==> src/rtl/debounce_pkg.sv <==
`default_nettype none
// ============================================================================
// Module      : debounce_pkg
// Description : Shared types and defaults for the input debouncer and the
//               downstream dual-edge detector.
// Revision    : 1.0 - initial release
// ============================================================================
package debounce_pkg;

   // Default configuration of the debouncer
   localparam int DB_SYNC_STAGES_DEF   = 2;
   localparam int DB_STABLE_CYCLES_DEF = 20;

   // Debouncer FSM encoding: bit 1 is the accepted level, so the output
   // decode is a single flop bit
   typedef enum logic [1:0] {
      ZERO  = 2'b00,
      WAIT1 = 2'b01,
      ONE   = 2'b11,
      WAIT0 = 2'b10
   } db_state_t;

   // Dual-edge detector state encodings (consumed by the next stage)
   typedef enum logic [1:0] {
      ED_IDLE = 2'b00,
      ED_RISE = 2'b01,
      ED_FALL = 2'b10
   } ed_state_t;

   // Accepted level carried by a debouncer state
   function automatic logic db_level(input db_state_t st);
      return st[1];
   endfunction

endpackage
`default_nettype wire

==> src/rtl/sync_chain.sv <==
`default_nettype none
// ============================================================================
// Module      : sync_chain
// Description : Plain flop chain that brings an asynchronous level into the
//               clk domain. No logic between stages.
// Revision    : 1.0 - initial release
// ============================================================================
module sync_chain #(
   parameter int STAGES = 2
) (
   input  logic clk,
   input  logic rst,
   input  logic d,
   output logic q
);

   logic [STAGES-1:0] r_sync;

   // Shift the raw input through the chain; every stage clears on reset
   always_ff @(posedge clk or posedge rst) begin
      if (rst) begin
         r_sync <= '0;
      end else begin
         r_sync <= {r_sync[STAGES-2:0], d};
      end
   end

   assign q = r_sync[STAGES-1];

endmodule
`default_nettype wire

==> src/rtl/input_debouncer.sv <==
`default_nettype none
// ============================================================================
// Module      : input_debouncer
// Description : Synchronises a bouncy asynchronous input and only accepts a
//               new level once it has held for STABLE_CYCLES clocks.
//               Optional macro DEBOUNCE_GLITCH_CNT_EN adds a saturating
//               8-bit count of rejected excursions (glitch_cnt).
// Revision    : 1.0 - initial release
// ============================================================================
module input_debouncer
   import debounce_pkg::*;
#(
   parameter int SYNC_STAGES   = DB_SYNC_STAGES_DEF,
   parameter int STABLE_CYCLES = DB_STABLE_CYCLES_DEF
) (
   input  logic       clk,
   input  logic       rst,
   input  logic       sig_in,
   output logic       sig_out,
   output logic       busy
`ifdef DEBOUNCE_GLITCH_CNT_EN
   ,
   output logic [7:0] glitch_cnt
`endif
);

   localparam int               CNT_W  = $clog2(STABLE_CYCLES + 1);
   localparam logic [CNT_W-1:0] c_LOAD = CNT_W'(STABLE_CYCLES - 1);

   logic             w_sync;
   db_state_t        r_state;
   db_state_t        w_state_nxt;
   logic [CNT_W-1:0] r_cnt;
   logic [CNT_W-1:0] w_cnt_nxt;

   sync_chain #(
      .STAGES (SYNC_STAGES)
   ) u_sync (
      .clk (clk),
      .rst (rst),
      .d   (sig_in),
      .q   (w_sync)
   );

   // State and stability counter registers
   always_ff @(posedge clk or posedge rst) begin
      if (rst) begin
         r_state <= ZERO;
         r_cnt   <= '0;
      end else begin
         r_state <= w_state_nxt;
         r_cnt   <= w_cnt_nxt;
      end
   end

   // Next-state and counter logic; a fresh candidate always reloads the
   // full count, and the decrement is guarded so the counter never wraps
   always_comb begin
      w_state_nxt = r_state;
      w_cnt_nxt   = r_cnt;
      case (r_state)
         ZERO: begin
            if (w_sync) begin
               w_state_nxt = WAIT1;
               w_cnt_nxt   = c_LOAD;
            end
         end
         WAIT1: begin
            if (!w_sync) begin
               w_state_nxt = ZERO;
            end else if (r_cnt == '0) begin
               w_state_nxt = ONE;
            end else begin
               w_cnt_nxt = r_cnt - 1'b1;
            end
         end
         ONE: begin
            if (!w_sync) begin
               w_state_nxt = WAIT0;
               w_cnt_nxt   = c_LOAD;
            end
         end
         WAIT0: begin
            if (w_sync) begin
               w_state_nxt = ONE;
            end else if (r_cnt == '0) begin
               w_state_nxt = ZERO;
            end else begin
               w_cnt_nxt = r_cnt - 1'b1;
            end
         end
         default: begin
            w_state_nxt = ZERO;
         end
      endcase
   end

   // Moore output decode from the registered state only
   always_comb begin
      sig_out = db_level(r_state);
      busy    = (r_state == WAIT1) || (r_state == WAIT0);
   end

`ifdef DEBOUNCE_GLITCH_CNT_EN
   logic       w_glitch;
   logic [7:0] r_glitch_cnt;

   // A glitch is a WAIT state falling back to the level it left
   always_comb begin
      w_glitch = ((r_state == WAIT1) && !w_sync) ||
                 ((r_state == WAIT0) &&  w_sync);
   end

   // Saturating count of rejected excursions, cleared only by reset
   always_ff @(posedge clk or posedge rst) begin
      if (rst) begin
         r_glitch_cnt <= '0;
      end else if (w_glitch && (r_glitch_cnt != 8'hFF)) begin
         r_glitch_cnt <= r_glitch_cnt + 8'd1;
      end
   end

   assign glitch_cnt = r_glitch_cnt;
`endif

endmodule
`default_nettype wire

==> config.mk <==
export PLATFORM = sky130hd
export DESIGN_NAME = input_debouncer
export DESIGN_NICKNAME = d
export VERILOG_FILES = /design/src/rtl/debounce_pkg.sv /design/src/rtl/sync_chain.sv /design/src/rtl/input_debouncer.sv
export SDC_FILE = /design/constraint.sdc
export NUM_CORES = 1
export LEC_CHECK = 0
export ABC_AREA = 1
export CAP_MARGIN = 20
export CORE_AREA = 2 2 39 41
export CTS_BUF_LIST = sky130_fd_sc_hd__clkbuf_4
export DETAILED_ROUTE_END_ITERATION = 8
export DIE_AREA = 0 0 41 43
export SYNTH_ARGS = -nofsm -noshare
export SYNTH_HDL_FRONTEND = slang
export SYNTH_SLANG_ARGS = --single-unit
export TNS_END_PERCENT = 20
==> constraint.sdc <==
create_clock -name clk -period 1.95 [get_ports clk]
set_input_delay 0.2925 -clock clk [delete_from_list [all_inputs] [get_ports clk]]
set_output_delay 0.2925 -clock clk [all_outputs]
set_load 0.02 [all_outputs]
==> results.toml <==
[status]
status = "completed"

[logic_synthesis]
yosys.area.top_type = "dfrtp_1"
syn-instance-count = 82
yosysSeqAreaShare_pct = 38.46
synth-main-ff-cell = "dfrtp_1"
synth_edf_count = 0
syn-num-nets = 91
synth_top_cell_area_share_pct = 38.46
yosysMostFrequentCell = "nand2_1"
syn-mean-instance-area_um2 = 7.141
ys_warn_count = 0
ys_ff_latch = 9
syn-cell-area_um2 = 585.6
synthTopCellsByArea = "dfrtp_1, nand2_1, ha_1, inv_1, o21ai_0"
async_flop_share_pct = 100.0
synth_common_cells = "nand2_1, inv_1, dfrtp_1, ha_1"
ys_types = 13

[timing]
max_slew_margin_pct = 76.82
setup_tns_ns = 0
finClkSkew_ns = 0.0007419
period_share_pct = 87.41
maxSlewViolCount = 0
finalSetupViolCount = 0
tightest_slew_ns = 0.3473
setup_slack_ns = 0.2455
rsz0062_at_grt = "no"
period_needed_ns = 1.704
hold_violations = 0
fmax_mhz = 586.7

[placed_design]
place_inst = 103
place_hpwl_um = 799
dpl_worst_slack_ns = 0.2628
portBuffers = 4
gp_congestion = 0.7353

[run]
drv_cap = 0

[route]
drc = 0
highest_layer = "met4"
via_count = 485
routed_wl_um = 1041
dr_wl_met3_um = 17
wl_met2_um = 432
drt_iter0_drc = 7
ant_nets = 0
m1WireLength_um = 564
viasPerCell = 4.533
dr.pass1.iters = 3
wl_per_cell_um = 9.729

[die]
die-area_um2 = 1763
core_um2 = 1384
rows = 14
die_y_um = 43
die_x_um = 41
floorplan.initialDensity_pct = 42.31
io_pins = 5

[pwr]
power.share.combinational_pct = 57.6
seq_power_share_pct = 27.8
intPower_mw = 0.6060
p_clk_share_pct = 14.6
switching_share_pct = 46.90
power_density_nw_per_um2 = 1674
vdd_drop_max_mv = 0.9323
p_leak_nw = 0.3798
power_switching_mw = 0.5353
fin_total_pwr_mw = 1.141

[clocking]
cts_buffers = 3
hold_buffers = 0
clock_latency_ns = 0.27
cts_sinks = 9
clock_path_buffers = 2
clockRootBuffer = "clkbuf_4"
tritoncts = "built"
clk_pin_slew_ns = 0.07
cts_htree_levels = 1

[setup_path]
endpoint_kind = "output port"
arrival_ns = 1.41
r2r_setup_slack_ns = 0.44
critPathRequiredTime_ns = 1.66
crit_start = "r_state[1]"
cp_max_fo = 5
r2r_start = "r_state[1]"
worst-setup-path-type = "reg2out"
startpoint_type = "flop"

[global_routing]
antenna_found_initial = 0
grt_max_degree = 10
grt_pass1_vias = 426
grt_pass1_wl_um = 1787
grt_overflow_total = 0
grt_usage_pct = 15.78

[final_layout]
layout-drive-gt1-share_pct = 7.692
post-route-util_pct = 49.28
syn2layout_area_growth_pct = 16.45
nets = 101
antenna_cells = 0
final_cell_count_no_fill = 107

[min_path]
hold_path_class = "in2async"
==> cells by family (layout without fill, tap and decap cells) <==
kind of cell	Yosys count	count (layout)	share of synthesized area (%)
simple gates	45	45	30.98
buf+inv	13	22	8.334
flops	9	9	38.46
compound gates	8	8	7.905
fa+ha+maj	6	6	12.82
xor+xnor	1	1	1.496
==> critical path, cell delays in order (launching register included) <==
cell and delay [ns]:
dfrtp_1 0.41, inv_1 0.10, ha_1 0.31, dlygate4sd2_1 0.32
==> layout by cell type, fill, tap and decap left out, drive strengths merged <==
cell	instances
nand2	36
nand4	1
o21bai	1
dlygate4sd2	1
ha	6
dfrtp	9
xnor2	1
nor2	6
a21oi	2
o21ai	5
inv	13
clkdlybuf4s50	3
buf	1
nand3	2
clkbuf	4
==> layer usage <==
metal	global-route usage (%)	vias up
li1	-	265
met1	22.56	210
met2	19.06	7
met3	4.712	3
met4	12.00	0
met5	0	-
==> power by group through the flow <==
stage          logic, mW  registers, mW  clock network (mW)
2_1_floorplan      0.483          0.318                   0
3_3_place_gp       0.679          0.316                   0
3_5_place_dp       0.672          0.320                   0
4_1_cts            0.665          0.317               0.172
5_1_grt            0.757          0.326               0.180
6_report           0.657          0.317               0.167
==> layout make-up <==
class | count | area, um^2
clock buffer | 4 | 30.03
fill | 151 | 701.9
inverter | 13 | 48.80
multi-input combinational | 60 | 311.5
sequential | 9 | 225.2
tap | 16 | 20.02
timing repair buffer | 5 | 46.29
==> what timing repair did <==
| item | 4_1_cts | 5_1_grt |
|---|---|---|
| setup endpoints to repair | 1 | 0 |
| gates resized for setup | 1 | 0 |
| buffers inserted | 0 | 0 |
==> stage by stage <==
stage               hold WS (ns)  instance area, um^2
floorplan                 0.1204                585.6
global placement          0.3319                653.1
detailed placement        0.3347                653.1
CTS                       0.2939                681.9
global route              0.3347                681.9
finish                    0.2800                681.9
==> flip-flops by register name, indices dropped and copies added (netlist names) <==
name,count
r_cnt,5
r_state,2
u_sync.r_sync,2
==> worst paths after layout <==
path | to | depth (start not counted)
max | busy | 3
min | u_sync.r_sync[1] | 2
max reg2reg | r_cnt[1] | 8
min reg2reg | u_sync.r_sync[1] | 0
max in group asynchronous | r_cnt[4] | 2
min in group clk | u_sync.r_sync[1] | 0
No activity file was read; power rests on OpenSTA's default activity.
